## config.mk

```make
export PLATFORM = sky130hd
export DESIGN_NAME = ps2_key_decoder_flat
export DESIGN_NICKNAME = d
export VERILOG_FILES = /design/src/rtl/ps2_pkg.sv /design/src/rtl/ps2_key_decoder_if.sv /design/src/rtl/ps2_event_fifo.sv /design/src/rtl/ps2_key_decoder.sv /design/src/flat_wrapper.sv
export SDC_FILE = /design/constraint.sdc
export NUM_CORES = 1
export LEC_CHECK = 0
export BUFFER_PORTS_ARGS = -buffer_cell sky130_fd_sc_hd__buf_4
export CELL_PAD_IN_SITES_DETAIL_PLACEMENT = 1
export CELL_PAD_IN_SITES_GLOBAL_PLACEMENT = 1
export CORE_AREA = 2 2 53 75
export DETAILED_ROUTE_END_ITERATION = 16
export DIE_AREA = 0 0 55 77
export GPL_TIMING_DRIVEN = 0
export PLACE_DENSITY_LB_ADDON = 0.15
export SETUP_SLACK_MARGIN = 0.02
export SYNTH_ARGS = -nofsm -noshare
export SYNTH_HDL_FRONTEND = slang
export SYNTH_HIERARCHICAL = 1
export SYNTH_SLANG_ARGS = --single-unit
```

## constraint.sdc

```tcl
create_clock -name clk -period 2.98 [get_ports clk]
set_input_delay 0.298 -clock clk [delete_from_list [all_inputs] [get_ports clk]]
set_output_delay 0.298 -clock clk [all_outputs]
set_load 0.03 [all_outputs]
```

## src/rtl/ps2_pkg.sv

```systemverilog
// PS/2 key decoder shared definitions.
// Holds the scan-code prefix constants, the pause skip count, the decoder
// state encoding and the 10-bit key event record {ext, brk, code}.
// Contents: PS2_EXT, PS2_BRK, PS2_PAUSE, PS2_ERR0, PS2_ERR1, PAUSE_SKIP,
//           state_t, ps2_event_t, is_prefix().
package ps2_pkg;

  localparam logic [7:0] PS2_EXT    = 8'hE0;
  localparam logic [7:0] PS2_BRK    = 8'hF0;
  localparam logic [7:0] PS2_PAUSE  = 8'hE1;
  localparam logic [7:0] PS2_ERR0   = 8'h00;
  localparam logic [7:0] PS2_ERR1   = 8'hFF;
  localparam logic [2:0] PAUSE_SKIP = 3'd7;

  typedef enum logic [2:0] {
    ST_IDLE    = 3'd0,
    ST_EXT     = 3'd1,
    ST_BRK     = 3'd2,
    ST_EXT_BRK = 3'd3,
    ST_PAUSE   = 3'd4
  } state_t;

  typedef struct packed {
    logic       ext;
    logic       brk;
    logic [7:0] code;
  } ps2_event_t;

  // True for any byte that starts or modifies a multi-byte sequence.
  function automatic logic is_prefix(input logic [7:0] b);
    return (b == PS2_EXT) || (b == PS2_BRK) || (b == PS2_PAUSE);
  endfunction

endpackage

```

## src/rtl/ps2_key_decoder_if.sv

```systemverilog
// Key event handshake bundle between the decoder and its consumer.
// Signals: ev_valid (head event available), ev_ready (consumer takes head),
//          ev_code / ev_ext / ev_brk (head event fields).
// Modports: master = decoder side, slave = consumer side.
interface ps2_key_decoder_if;

  logic       ev_valid;
  logic       ev_ready;
  logic [7:0] ev_code;
  logic       ev_ext;
  logic       ev_brk;

  modport master (output ev_valid, ev_code, ev_ext, ev_brk, input ev_ready);
  modport slave  (input ev_valid, ev_code, ev_ext, ev_brk, output ev_ready);

endinterface

```

## src/rtl/ps2_event_fifo.sv

```systemverilog
// Key event buffer: DEPTH-entry circular FIFO of ps2_event_t records.
// Ports: clk, clr (async active-high reset), push/din (write), pop (read),
//        dout (head entry), full, empty, level (entries stored, 0..DEPTH).
// A pop while empty is ignored; a push while full is accepted only when a
// pop happens in the same cycle, otherwise it is dropped by the caller's
// overflow accounting. DEPTH=1 degenerates to a single holding register.
module ps2_event_fifo
  import ps2_pkg::*;
#(
  parameter int DEPTH = 4
) (
  input  logic       clk,
  input  logic       clr,
  input  logic       push,
  input  ps2_event_t din,
  input  logic       pop,
  output ps2_event_t dout,
  output logic       full,
  output logic       empty,
  output logic [4:0] level
);

  localparam int             AW      = (DEPTH > 1) ? $clog2(DEPTH) : 1;
  localparam logic [AW-1:0]  LAST    = AW'(DEPTH - 1);
  localparam logic [4:0]     LVL_MAX = 5'(DEPTH);

  ps2_event_t    mem_r [DEPTH];
  logic [AW-1:0] wr_ptr_r;
  logic [AW-1:0] rd_ptr_r;
  logic [4:0]    level_r;
  logic          do_pop_s;
  logic          do_push_s;

  function automatic logic [AW-1:0] ptr_inc(input logic [AW-1:0] p);
    return (p == LAST) ? '0 : p + AW'(1);
  endfunction

  assign empty     = (level_r == 5'd0);
  assign full      = (level_r == LVL_MAX);
  assign do_pop_s  = pop & ~empty;
  assign do_push_s = push & (~full | do_pop_s);
  assign dout      = mem_r[rd_ptr_r];
  assign level     = level_r;

  // Storage, pointers and occupancy count.
  always_ff @(posedge clk or posedge clr) begin
    if (clr) begin
      wr_ptr_r <= '0;
      rd_ptr_r <= '0;
      level_r  <= 5'd0;
      for (int i = 0; i < DEPTH; i++) begin
        mem_r[i] <= '0;
      end
    end else begin
      if (do_push_s) begin
        mem_r[wr_ptr_r] <= din;
        wr_ptr_r        <= ptr_inc(wr_ptr_r);
      end
      if (do_pop_s) begin
        rd_ptr_r <= ptr_inc(rd_ptr_r);
      end
      case ({do_push_s, do_pop_s})
        2'b10:   level_r <= level_r + 5'd1;
        2'b01:   level_r <= level_r - 5'd1;
        default: level_r <= level_r;
      endcase
    end
  end

endmodule

```

## src/rtl/ps2_key_decoder.sv

```systemverilog
// PS/2 scan-code set 2 decoder with buffered key events.
// Ports: clk, clr (async active-high reset), rx_valid/rx_data (received
//        bytes), stat_clr (clears ovf/err), ev (event handshake, master),
//        fifo_level (events stored), ovf (sticky drop flag),
//        err (sticky protocol error flag).
// Build option: PS2_KEYFIFO_EN defined -> FIFO_DEPTH-entry event FIFO;
//               undefined -> single holding register (depth 1).
module ps2_key_decoder
  import ps2_pkg::*;
#(
  parameter int FIFO_DEPTH = 4
) (
  input  logic                     clk,
  input  logic                     clr,
  input  logic                     rx_valid,
  input  logic [7:0]               rx_data,
  input  logic                     stat_clr,
  ps2_key_decoder_if.master        ev,
  output logic [4:0]               fifo_level,
  output logic                     ovf,
  output logic                     err
);

`ifdef PS2_KEYFIFO_EN
  localparam int BUF_DEPTH = FIFO_DEPTH;
`else
  // FIFO_DEPTH is still accepted so both builds share one parameter list.
  localparam int BUF_DEPTH = (FIFO_DEPTH > 0) ? 1 : 1;
`endif

  state_t     state_r;
  state_t     state_nxt_s;
  logic [2:0] skip_r;
  logic [2:0] skip_nxt_s;
  logic       emit_s;
  logic       err_hit_s;
  logic       ovf_hit_s;
  ps2_event_t ev_s;
  ps2_event_t head_s;
  logic       buf_full_s;
  logic       buf_empty_s;
  logic       err_r;
  logic       ovf_r;

  // Byte decode: next state, skip count, event to emit and error detection.
  always_comb begin
    state_nxt_s = state_r;
    skip_nxt_s  = skip_r;
    emit_s      = 1'b0;
    err_hit_s   = 1'b0;
    ev_s.ext    = 1'b0;
    ev_s.brk    = 1'b0;
    ev_s.code   = rx_data;
    if (rx_valid) begin
      case (state_r)
        ST_IDLE: begin
          if (rx_data == PS2_EXT) begin
            state_nxt_s = ST_EXT;
          end else if (rx_data == PS2_BRK) begin
            state_nxt_s = ST_BRK;
          end else if (rx_data == PS2_PAUSE) begin
            state_nxt_s = ST_PAUSE;
            skip_nxt_s  = PAUSE_SKIP;
          end else if ((rx_data == PS2_ERR0) || (rx_data == PS2_ERR1)) begin
            err_hit_s = 1'b1;
          end else begin
            emit_s = 1'b1;
          end
        end
        ST_EXT: begin
          if (rx_data == PS2_BRK) begin
            state_nxt_s = ST_EXT_BRK;
          end else if (rx_data == PS2_EXT) begin
            state_nxt_s = ST_EXT;
          end else begin
            emit_s      = 1'b1;
            ev_s.ext    = 1'b1;
            state_nxt_s = ST_IDLE;
          end
        end
        ST_BRK, ST_EXT_BRK: begin
          state_nxt_s = ST_IDLE;
          if (is_prefix(rx_data)) begin
            err_hit_s = 1'b1;
          end else begin
            emit_s   = 1'b1;
            ev_s.ext = (state_r == ST_EXT_BRK);
            ev_s.brk = 1'b1;
          end
        end
        ST_PAUSE: begin
          // The pause sequence is swallowed whole; only its end is reported.
          skip_nxt_s = skip_r - 3'd1;
          if (skip_r == 3'd1) begin
            emit_s      = 1'b1;
            ev_s.code   = PS2_PAUSE;
            state_nxt_s = ST_IDLE;
          end else begin
            state_nxt_s = ST_PAUSE;
          end
        end
        default: begin
          state_nxt_s = ST_IDLE;
          skip_nxt_s  = 3'd0;
        end
      endcase
    end else begin
      state_nxt_s = state_r;
      skip_nxt_s  = skip_r;
    end
  end

  // A drop happens only when full and the consumer is not freeing a slot.
  assign ovf_hit_s = emit_s & buf_full_s & ~ev.ev_ready;

  // Decoder state and sticky status flags; a new set beats stat_clr.
  always_ff @(posedge clk or posedge clr) begin
    if (clr) begin
      state_r <= ST_IDLE;
      skip_r  <= 3'd0;
      err_r   <= 1'b0;
      ovf_r   <= 1'b0;
    end else begin
      state_r <= state_nxt_s;
      skip_r  <= skip_nxt_s;
      err_r   <= err_hit_s ? 1'b1 : (stat_clr ? 1'b0 : err_r);
      ovf_r   <= ovf_hit_s ? 1'b1 : (stat_clr ? 1'b0 : ovf_r);
    end
  end

  ps2_event_fifo #(
    .DEPTH (BUF_DEPTH)
  ) u_fifo (
    .clk   (clk),
    .clr   (clr),
    .push  (emit_s),
    .din   (ev_s),
    .pop   (ev.ev_ready),
    .dout  (head_s),
    .full  (buf_full_s),
    .empty (buf_empty_s),
    .level (fifo_level)
  );

  assign ev.ev_valid = ~buf_empty_s;
  assign ev.ev_code  = head_s.code;
  assign ev.ev_ext   = head_s.ext;
  assign ev.ev_brk   = head_s.brk;
  assign err         = err_r;
  assign ovf         = ovf_r;

endmodule

```

## src/flat_wrapper.sv

```systemverilog
// flat-port wrapper written by rule: the top's interface ports become plain ports
module ps2_key_decoder_flat import ps2_pkg::*;
#(
  parameter int FIFO_DEPTH = 4
)
  (clk, clr, rx_valid, rx_data, stat_clr, fifo_level, ovf, err, ev_ev_valid, ev_ev_code, ev_ev_ext, ev_ev_brk, ev_ev_ready);
  ps2_key_decoder_if ev_i ();
  input  logic clk;
  input  logic clr;
  input  logic rx_valid;
  input  logic [7:0] rx_data;
  input  logic stat_clr;
  output logic [4:0] fifo_level;
  output logic ovf;
  output logic err;
  output wire logic [$bits(ev_i.ev_valid)-1:0] ev_ev_valid;
  output wire logic [$bits(ev_i.ev_code)-1:0] ev_ev_code;
  output wire logic [$bits(ev_i.ev_ext)-1:0] ev_ev_ext;
  output wire logic [$bits(ev_i.ev_brk)-1:0] ev_ev_brk;
  input wire logic [$bits(ev_i.ev_ready)-1:0] ev_ev_ready;
  assign ev_ev_valid = ev_i.ev_valid;
  assign ev_ev_code = ev_i.ev_code;
  assign ev_ev_ext = ev_i.ev_ext;
  assign ev_ev_brk = ev_i.ev_brk;
  assign ev_i.ev_ready = ev_ev_ready;
  ps2_key_decoder #(.FIFO_DEPTH(FIFO_DEPTH)) u_core (.clk(clk), .clr(clr), .rx_valid(rx_valid), .rx_data(rx_data), .stat_clr(stat_clr), .ev(ev_i), .fifo_level(fifo_level), .ovf(ovf), .err(err));
endmodule
```

==> out/summary.txt, run 1 <==
placed cells = 212
FF-to-FF Start = u_core/state_r[1]
Seq/Total Area, Yosys = 40.8%
DRT iter0 DRCs = 11
worst rel slew slack = 59.9%
die area = 4240 sq um
Design Power = 1.59 mW
Pwr per Cell Area = 907 nW/um^2
Post-synth top cells = 23 x dfrtp_1, 11 x inv_1, 11 x mux2_2
DRC = 0
CP bufs+invs = 3
reg2reg path depth = 12
routed len/inst = 16.1 um
DRT Wirelength = 3.49 mm
CTS clk-pin slew, worst paths = 0.08 ns
H-tree levels = 1
startpoint types = flop
crit path max fanout = 10
Post-synth EDFFs = 0
Avg Cell Area, Syn = 10.1 sq um
hold depth = 2
final std cell area, no fill = 1760 sq um
Layout area overhead = 24.6%
Cell variety after synth = 40
Final ANT Viol Nets = 0
initial core utilization = 39.4%
status = completed
CTS tree = done
max_cap viols = 0
vias in the first global route = 1225
VDD IR max = 516 uV
Critical Path RT = 3.17 ns
die width = 55 um
Skew-Pair Late Insertion Delay = 0.27 ns
Final Hold Viols = 0
multi-input logic area = 781 sq um
Final Util = 49.1%
Leak = 0.808 nW
fin cells = 217
clock buffer depth = 2
FF+latch area = 576 sq um
initial antenna violation count = 0
WS Path Type = reg -> reg
# Post-CTS Setup Buffers = 0
TritonRoute pass-1 iters = 4
FP Rows = 26
Synth Flop Type = dfrtp_1
Num CTS Buffers = 3
unrepaired setup endpoints after global routing = no
cell chain of the critical path = or2_2 > buf_2 > nor3_2 > a211oi_2 > nor2_1 > inv_1 > a31o_2 > buf_6 > ha_2 > or4b_1 > a21oi_2 > xor2_1
Clock Skew = 0.00192 ns
Hold Crit Class = in -> reg
post-DP HPWL = 2.76 mm
worst path arrival time = 2.95 ns
number of I/O port buffers = 30
clock sinks = 23
Critical Path Sink Type = flop
Placed Instance Area = 1690 sq um
GR Util All Layers = 19.0%
Tmin final = 2.75 ns
Die Ht = 77 um
Root Buffer = clkbuf_8
layout cell share with drive strength beyond 1 = 36.6%
max incr delay on CP = 0.47 ns
Final Wtd Congestion = 0.727
Worst Hold End = u_core/err
Max Fclk = 0.363 GHz
Setup-failing EPs final = 0
Post-Syn Nets = 160
Final #Nets = 196
global-route wire length before repair = 5.84 mm
CP max-delay cell = dfrtp_1
CORE AREA = 3580 sq um
diode count = 0
fillcell total = 431
# IOs = 31
pin count of the biggest net entering global routing = 16
Final Max Tran Viols = 0
routed vias = 1159
Worst-Margin Slew = 0.601 ns
leading area contributor after synthesis = dfrtp_1
Vias per Instance = 5.34
Congestion Overflow GR = 0
hold_sp = stat_clr
top cells by area, synth = dfrtp_1 41%, mux2_2 8.8%, ha_1 6.2%, inv_1 2.9%, nor2_1 2.7%
area of the mapped netlist = 1410 sq um
final worst path period share = 92.4%
top cell type's share of synthesized area = 40.8%
Syn. warnings = 6
r2r endpoint = u_core/u_fifo/level[3]
count leader, synth = dfrtp_1
Syn Inst Count = 140
synthesized flop and latch total = 23
top cell family by delay on the critical path = simple AND/OR/NAND/NOR gates
reg2reg setup slack = 0.23 ns
FFs w/ async S/R, synth = 100%
-- per-stage QoR --
stage,TNS (ns),hold slack [ns],setup WS (ns)
CTS,0,0.212,0.0605
global route,0,0.217,0.0466
finish,0,0.215,0.226
global placement,-0.117,0.292,-0.117
detailed placement,-0.196,0.294,-0.196
floorplan,0,0.114,0.282
-- layout by cell type (no fill, tap or decap), types with 4 or more instances in the layout --
master | Yosys | final
a21oi_1 | 6 | 6
buf_4 | 0 | 30
dfrtp_1 | 23 | 23
ha_1 | 7 | 6
inv_1 | 11 | 11
mux2_2 | 11 | 11
nand2_1 | 7 | 7
nand3_1 | 4 | 4
nor2_1 | 10 | 10
nor2b_1 | 6 | 6
nor3_1 | 5 | 4
o21ai_0 | 5 | 5
or2_2 | 5 | 5
-- routing by layer --
layer	routed length (um)	track usage, %
met1	1350	22.0
met2	1980	33.5
met3	80	2.33
met4	79	7.56
met5	0	0
-- kinds of logic after synthesis --
logic type / count (synthesis) / share of synthesized area [%]
buf+inv: 15 / 4.70
xor+xnor: 5 / 3.11
simple gates: 57 / 25.8
flops: 23 / 40.8
mux: 12 / 9.49
compound gates: 21 / 9.85
fa+ha+maj: 7 / 6.21
-- worst max path at each step --
stage / slack (ns) / startpoint / depth (start not counted) / to
after global placement: -0.12 / rx_data[3] / 13 / u_core/u_fifo/level[3]
final: 0.23 / u_core/state_r[1] / 12 / u_core/u_fifo/level[3]
after CTS: 0.06 / u_core/state_r[1] / 12 / u_core/u_fifo/level[3]
after global routing: 0.05 / u_core/state_r[1] / 12 / u_core/u_fifo/level[3]
after detailed placement: -0.20 / rx_data[3] / 13 / u_core/u_fifo/level[3]
after floorplan: 0.28 / rx_data[3] / 12 / u_core/u_fifo/level[3]
-- final cells by class --
type	count	share of cell area (%)
multi-input cells	102	44.4
flip-flops and latches	23	32.8
repair buffers	31	13.4
well taps	42	2.99
clock buffers	3	2.35
inverters	11	2.35
plain buffers	4	1.42
clock inverters	1	0.285
-- state kept, by name (all words and copies together) (netlist names) --
signal               count
u_core/ovf               1
u_core/state_r           3
u_core/err               1
u_core/u_fifo/level      5
u_core/skip_r            3
u_core/u_fifo/mem_r     10
-- repair_timing --
item / CTS / global route
gates resized for setup: 0 / 3
hold buffers: 1 / 0
endpoints found under the hold margin: 5 / 0
endpoints found under the setup margin: 0 / 2
-- where the power goes --
part / internal [mW] / switching [mW] / leakage [nW] / total (mW)
Combinational: 0.381 / 0.473 / 0.503 / 0.854
Clock: 0.0934 / 0.102 / 0.0255 / 0.195
Sequential: 0.432 / 0.111 / 0.280 / 0.543
Total: 0.907 / 0.686 / 0.808 / 1.59
(Power assumes the default switching activity.)
==> run 2: changes to the inputs <==
Settings changed: BUFFER_PORTS_ARGS -buffer_cell sky130_fd_sc_hd__buf_4 to -buffer_cell sky130_fd_sc_hd__buf_2, CORE_AREA 2 2 53 75 to 2 2 54 76, DIE_AREA 0 0 55 77 to 0 0 56 78, SYNTH_HIERARCHICAL 1 to unset.
==> run 2 against run 1 <==
  * Worst hold slack got worse by 0.017 ns
  * First-iteration DRC count grew 45%
  * Routed wire length up 3.2%
  * Largest cell class unchanged
  * Cell count increased by 0.46%
==> out/summary.txt, run 2 <==
clock sinks = 23 (unchanged)
Syn Inst Count = 143 (+2.1%)
cts hold-fix bufs = 0 (-1)
CTS clk-pin slew, worst paths = 0.09 ns (about the same)
Post-synth top cells = 23 x dfrtp_1, 13 x inv_1, 11 x nand2_1
Leak = 0.813 nW (+0.57%)
Placed Instance Area = 1600 sq um (-5.1%)
pre-CTS setup slack = 0.152 ns (+0.348 ns)
worst setup path endpoint = u_core.u_fifo.level[3]
FF-to-FF Start = u_core.u_fifo.level[1]
Tmin final = 2.63 ns (-0.119 ns)
FF+latch area = 578 sq um (+0.43%)
crit path max fanout = 10 (unchanged)
Die Ht = 78 um (+1.3%)
fillcell total = 441 (+2.3%)
unrepaired setup endpoints after global routing = no
Final #Nets = 196 (unchanged)
DRT iter0 DRCs = 16 (+5)
die width = 56 um (+1.8%)
startpoint types = flop
Cell variety after synth = 44 (+10%)
pin count of the biggest net entering global routing = 24 (+8)
DRC = 0 (unchanged)
Root Buffer = clkbuf_8
H-tree levels = 1 (unchanged)
Design Power = 1.24 mW (-22%)
Post-Syn Nets = 162 (+1.3%)
Layout area overhead = 18.9%
cell chain of the critical path = inv_1 > ha_1 > or4b_4 > o211ai_2 > a211oi_1 > a21oi_2 > buf_6 > ha_4 > nor4b_2 > a31oi_1 > nor2_1 > xor2_1
max reg flops = 10 (unchanged)
CORE AREA = 3640 sq um (+1.8%)
Avg Cell Area, Syn = 9.82 sq um (-2.5%)
Pwr per Cell Area = 742 nW/um^2 (-18%)
reg2reg setup slack = 0.35 ns (+0.12 ns)
max_cap viols = 0 (unchanged)
die area = 4370 sq um (+3.1%)
Seq/Total Area, Yosys = 41.0% (+0.18 points)
CP max-delay cell = dfrtp_2
Max Fclk = 0.380 GHz (+4.5%)
Post-synth EDFFs = 0 (unchanged)
Vias per Instance = 5.44 (+1.9%)
most frequent cells in the layout = 29 x buf_2, 21 x dfrtp_1, 13 x inv_1, 11 x nand2_1, 9 x nand3_1
Worst-Margin Slew = 0.891 ns (+0.290 ns)
DRT Wirelength = 3.60 mm (+3.2%)
fin worst setup slack = 0.345 ns (+0.119 ns)
number of I/O port buffers = 29 (-3.3%)
Final Wtd Congestion = 0.799 (+9.9%)
# Post-CTS Setup Buffers = 0 (unchanged)
clock buffer depth = 2 (unchanged)
Skew-Pair Late Insertion Delay = 0.28 ns (about the same)
Final Hold Viols = 0 (unchanged)
VDD IR max = 512 uV (-0.76%)
Num CTS Buffers = 3 (unchanged)
reg2reg path depth = 12 (unchanged)
synthesized flop and latch total = 23 (unchanged)
top cells by area, synth = dfrtp_1 41%, ha_1 5.3%, mux2_4 5.3%, mux2i_1 3.6%, inv_1 3.5%
count leader, synth = dfrtp_1
routed vias = 1186 (+2.3%)
# IOs = 31 (unchanged)
Final ANT Viol Nets = 0 (unchanged)
TritonRoute pass-1 iters = 4 (unchanged)
Synth Flop Type = dfrtp_1
diode count = 0 (unchanged)
status = completed
Resized Gates After CTS = 0 (unchanged)
Setup-failing EPs final = 0 (unchanged)
Critical Path Sink Type = flop
routed len/inst = 16.5 um (+2.7%)
Congestion Overflow GR = 0 (unchanged)
Critical Path RT = 3.18 ns (about the same)
r2r endpoint = u_core.u_fifo.level[3]
Hold Crit Class = in -> async
top cell type's share of synthesized area = 41.0% (+0.18 points)
layout cell share with drive strength beyond 1 = 29.0% (-7.6 points)
Worst Setup SP = u_core.u_fifo.level[1]
Final Max Tran Viols = 0 (unchanged)
initial core utilization = 38.5% (-0.88 points)
Clock Skew = 0.00692 ns (+0.00500 ns)
leading area contributor after synthesis = dfrtp_1
total negative setup slack = 0 ns (unchanged)
FP Rows = 26 (unchanged)
initial antenna violation count = 0 (unchanged)
worst rel slew slack = 40.5% (-19 points)
CTS tree = done
final std cell area, no fill = 1670 sq um (-5.0%)
multi-input logic area = 753 sq um (-3.5%)
FFs w/ async S/R, synth = 100% (unchanged)
max incr delay on CP = 0.46 ns (about the same)
global-route wire length before repair = 6.07 mm (+3.9%)
Largest Register = u_core.u_fifo.mem_r
post-DP HPWL = 2.73 mm (-1.2%)
vias in the first global route = 1325 (+8.2%)
Syn. warnings = 0 (-6)
final worst path period share = 88.4% (-4.0 points)
WS Path Type = reg -> reg
GR Util All Layers = 17.6% (-1.4 points)
worst path arrival time = 2.83 ns (-0.12 ns)
area of the mapped netlist = 1400 sq um (-0.44%)
most common cell after layout, fill and taps aside = buf_2
run 2: cell types whose count changed in the layout (fill, tap and decap cells not counted), moves of 5 or more:
| cell | previous run | this run |
|---|---|---|
| or2_2 | 5 | 0 |
| mux2_2 | 11 | 2 |
| buf_4 | 30 | 0 |
| mux2_4 | 0 | 5 |
| nand3_1 | 4 | 9 |
| buf_2 | 2 | 29 |
run 2: worst min path at each step:
stage | startpoint | end | slack, ns | cells after the start
after CTS | stat_clr | u_core.err | 0.22 | 2
after detailed placement | u_core.u_fifo.mem_r[6] | u_core.u_fifo.mem_r[6] | 0.50 | 1
after global placement | u_core.u_fifo.mem_r[8] | u_core.u_fifo.mem_r[8] | 0.49 | 1
final | clr | u_core.state_r[2] | 0.20 | 2
after floorplan | clr | u_core.err | 0.30 | 1
after global routing | stat_clr | u_core.err | 0.23 | 2
run 2: per-stage QoR:
stage / util, % / cells / hold slack (ns)
2_1_floorplan: - / 143 / 0.300
3_3_place_gp: 44.0 / 214 / 0.486
4_1_cts: 45.2 / 218 / 0.218
3_5_place_dp: 44.0 / 214 / 0.500
5_1_grt: 45.8 / 218 / 0.232
6_report: 45.8 / 218 / 0.198
run 2: layout make-up:
class	instances	area share, %
plain buffers	5	2.47
repair buffers	29	8.70
flip-flops and latches	23	34.6
clock inverters	1	0.300
inverters	14	3.15
multi-input cells	101	45.1
clock buffers	3	2.47
well taps	42	3.15
run 2: worst max-delay path, delay by kind of cell, from the launching register on:
kind	cells	cell delay [ns]
simple gates	3	0.77
compound gates	4	0.58
flops	1	0.46
fa+ha+maj	2	0.31
buf+inv	2	0.29
xor+xnor	1	0.16
run 2: kinds of logic (layout without fill, tap and decap cells):
family,count (synthesis),count (layout),share of synthesized area [%]
DFF,23,23,41.0
AOI/OAI and AO/OA,29,29,13.6
xor gates and xnor gates,5,5,3.12
adders and majority gates,6,6,5.35
muxes,13,13,11.3
buffers and inverters,19,52,6.68
and+or+nand+nor,48,48,18.9
run 2: metal layers:
| metal | track usage [%] | vias up | part of all wire (%) |
|---|---|---|---|
| li1 | - | 563 | - |
| met1 | 19.1 | 594 | 40 |
| met2 | 33.4 | 22 | 55 |
| met3 | 2.00 | 7 | 2.6 |
| met4 | 7.38 | 0 | 1.9 |
| met5 | 0 | - | 0 |
run 2: report_power, final:
part	internal (mW)	total [mW]	switching (mW)	leakage, nW
sequential	0.392	0.478	0.0867	0.277
combinational	0.215	0.553	0.338	0.510
clock	0.0938	0.207	0.113	0.0255
==> run 3: changes to the inputs <==
Settings changed: CORE_AREA 2 2 54 76 to 2 2 58 70, DIE_AREA 0 0 56 78 to 0 0 60 72.
==> run 3 against run 2 <==
  * Sequential cell count is the same
  * Clock skew decreased by 0.0052 ns
  * Critical path depth is the same
  * Total power shrank 2.1%
  * Final area increased by 0.60%
  * Clock power is 5% lower
  * Cell count increased by 4.6%
  * Combinational power fell by 2%
  * Count of clock-buffer cells in the layout increased by 1
  * Fmax fell by 1.9%
  * Critical endpoint unchanged
==> out/summary.txt, run 3 (synthesis results as in run 2) <==
status = completed
die width = 60 um (+7.1%)
pin count of the biggest net entering global routing = 24 (unchanged)
VDD IR max = 437 uV (-15%)
initial core utilization = 38.6% (+0.11 points)
Tmin final = 2.69 ns (+0.0510 ns)
most frequent cells in the layout = 29 x buf_2, 22 x dfrtp_1, 13 x inv_1, 11 x nand2_1, 9 x nand3_1
worst path arrival time = 2.88 ns (+0.05 ns)
FP Rows = 24 (-7.7%)
Clock Skew = 0.00172 ns (-0.00521 ns)
CTS tree = done
WS Path Type = reg -> reg
total negative setup slack = 0 ns (unchanged)
GR Util All Layers = 17.3% (-0.23 points)
final worst path period share = 90.1% (+1.7 points)
initial antenna violation count = 0 (unchanged)
layout cell share with drive strength beyond 1 = 27.8% (-1.1 points)
top cell family by delay on the critical path = simple AND/OR/NAND/NOR gates
post-DP HPWL = 2.47 mm (-9.5%)
GRT met2 Usage = 27.4% (-6.0 points)
number of I/O port buffers = 29 (unchanged)
TritonRoute pass-1 iters = 4 (unchanged)
reg2reg path depth = 12 (unchanged)
DRT Wirelength = 3.30 mm (-8.5%)
H-tree levels = 1 (unchanged)
DRT iter0 DRCs = 20 (+4)
cell chain of the critical path = inv_1 > ha_1 > or4b_4 > o211ai_2 > a211oi_1 > a21oi_2 > buf_6 > ha_4 > nor4b_2 > a31oi_1 > nor2_1 > xor2_1
Final Max Tran Viols = 0 (unchanged)
Min Hold Slack = 0.232 ns (+0.0343 ns)
unrepaired setup endpoints after global routing = no
Setup-failing EPs final = 0 (unchanged)
max incr delay on CP = 0.47 ns (about the same)
global route hottest layer = met2
startpoint types = flop
Layout area overhead = 19.6%
M1 GR Usage = 23.8% (+4.7 points)
clock sinks = 23 (unchanged)
diode count = 0 (unchanged)
CP bufs+invs = 2 (unchanged)
Largest Register = u_core.u_fifo.mem_r
routed len/inst = 14.5 um (-13%)
worst setup path endpoint = u_core.u_fifo.level[3]
max reg flops = 10 (unchanged)
Hold Crit Class = in -> async
met3 Use GR = 2.32% (+0.32 points)
reg2reg setup slack = 0.29 ns (-0.05 ns)
worst rel slew slack = 37.5% (-3.0 points)
Worst-Margin Slew = 0.936 ns (+0.0446 ns)
Vias per Instance = 5.10 (-6.3%)
Final Hold Viols = 0 (unchanged)
# IOs = 31 (unchanged)
CTS clk-pin slew, worst paths = 0.08 ns (about the same)
Final #Nets = 196 (unchanged)
Die Ht = 72 um (-7.7%)
clock buffer depth = 2 (unchanged)
placed cells = 224 (+4.7%)
Final Wtd Congestion = 0.798 (about the same)
r2r endpoint = u_core.u_fifo.level[3]
Max Fclk = 0.372 GHz (-1.9%)
Worst Setup SP = u_core.u_fifo.level[1]
CP max-delay cell = or4b_4
crit path max fanout = 10 (unchanged)
most common cell after layout, fill and taps aside = buf_2
Pwr per Cell Area = 722 nW/um^2 (-2.7%)
cts hold-fix bufs = 0 (unchanged)
Num CTS Buffers = 3 (unchanged)
Leak = 0.811 nW (-0.20%)
Critical Path RT = 3.17 ns (about the same)
die area = 4320 sq um (-1.1%)
fin cells = 228 (+4.6%)
cell depth of the worst setup path = 12 (unchanged)
DRC = 0 (unchanged)
FF-to-FF Start = u_core.u_fifo.level[1]
CORE AREA = 3630 sq um (-0.27%)
Critical Path Sink Type = flop
vias in the first global route = 1166 (-12%)
Root Buffer = clkbuf_8
fillcell total = 430 (-2.5%)
Skew-Pair Late Insertion Delay = 0.26 ns (-0.02 ns)
global-route wire length before repair = 5.68 mm (-6.4%)
routed vias = 1162 (-2.0%)
Final ANT Viol Nets = 0 (unchanged)
Congestion Overflow GR = 0 (unchanged)
max_cap viols = 0 (unchanged)
## run 3: cell count changes in the layout (fill, tap and decap cells not counted), sizes merged
cell	change
clkbuf	+1
clkinv	-1
## run 3: power breakdown
part	leakage, nW	total [mW]	internal [mW]	switching (mW)
clock	0.0228	0.196	0.0954	0.101
combinational	0.510	0.543	0.216	0.327
sequential	0.278	0.472	0.390	0.0819
total	0.811	1.21	0.702	0.510
## run 3: area by class of cell
type / instances / area, sq um / area share (%)
buffer: 5 / 41.3 / 2.46
clock buffer: 4 / 45.0 / 2.68
inverter: 14 / 52.6 / 3.13
multi-input combinational: 101 / 753 / 44.9
sequential: 23 / 577 / 34.4
tap: 52 / 65.1 / 3.87
timing repair buffer: 29 / 145 / 8.64
## run 3: worst min path at each step
stage | from | endpoint | slack [ns] | cells after the start
floorplan | clr | u_core.err | 0.30 | 1
global placement | u_core.u_fifo.mem_r[8] | u_core.u_fifo.mem_r[8] | 0.49 | 1
detailed placement | u_core.u_fifo.mem_r[8] | u_core.u_fifo.mem_r[8] | 0.49 | 1
CTS | ev_ev_ready | u_core.ovf | 0.24 | 2
global route | stat_clr | u_core.err | 0.25 | 2
finish | clr | u_core.u_fifo.mem_r[2] | 0.23 | 2
## run 3: what timing repair did
action,in CTS,in global routing
endpoints found under the setup margin,0,2
resized for setup,0,4
setup buffers,0,0
## run 3: metrics by stage
stage	power (mW)	util (%)	area, sq um	worst slack, ns
2_1_floorplan	0.856	-	1400	0.245
3_3_place_gp	0.988	44.4	1610	0.202
3_5_place_dp	1.01	44.4	1610	0.0953
4_1_cts	1.21	45.7	1660	0.0607
5_1_grt	1.31	46.2	1680	0.106
6_report	1.21	46.2	1680	0.294
## run 3: routing by layer
layer  up-vias  part of all wire [%]
met4         0                   1.8
met2        20                    50
li1        565                     -
met1       573                    45
met5         -                     0
met3         4                   2.6
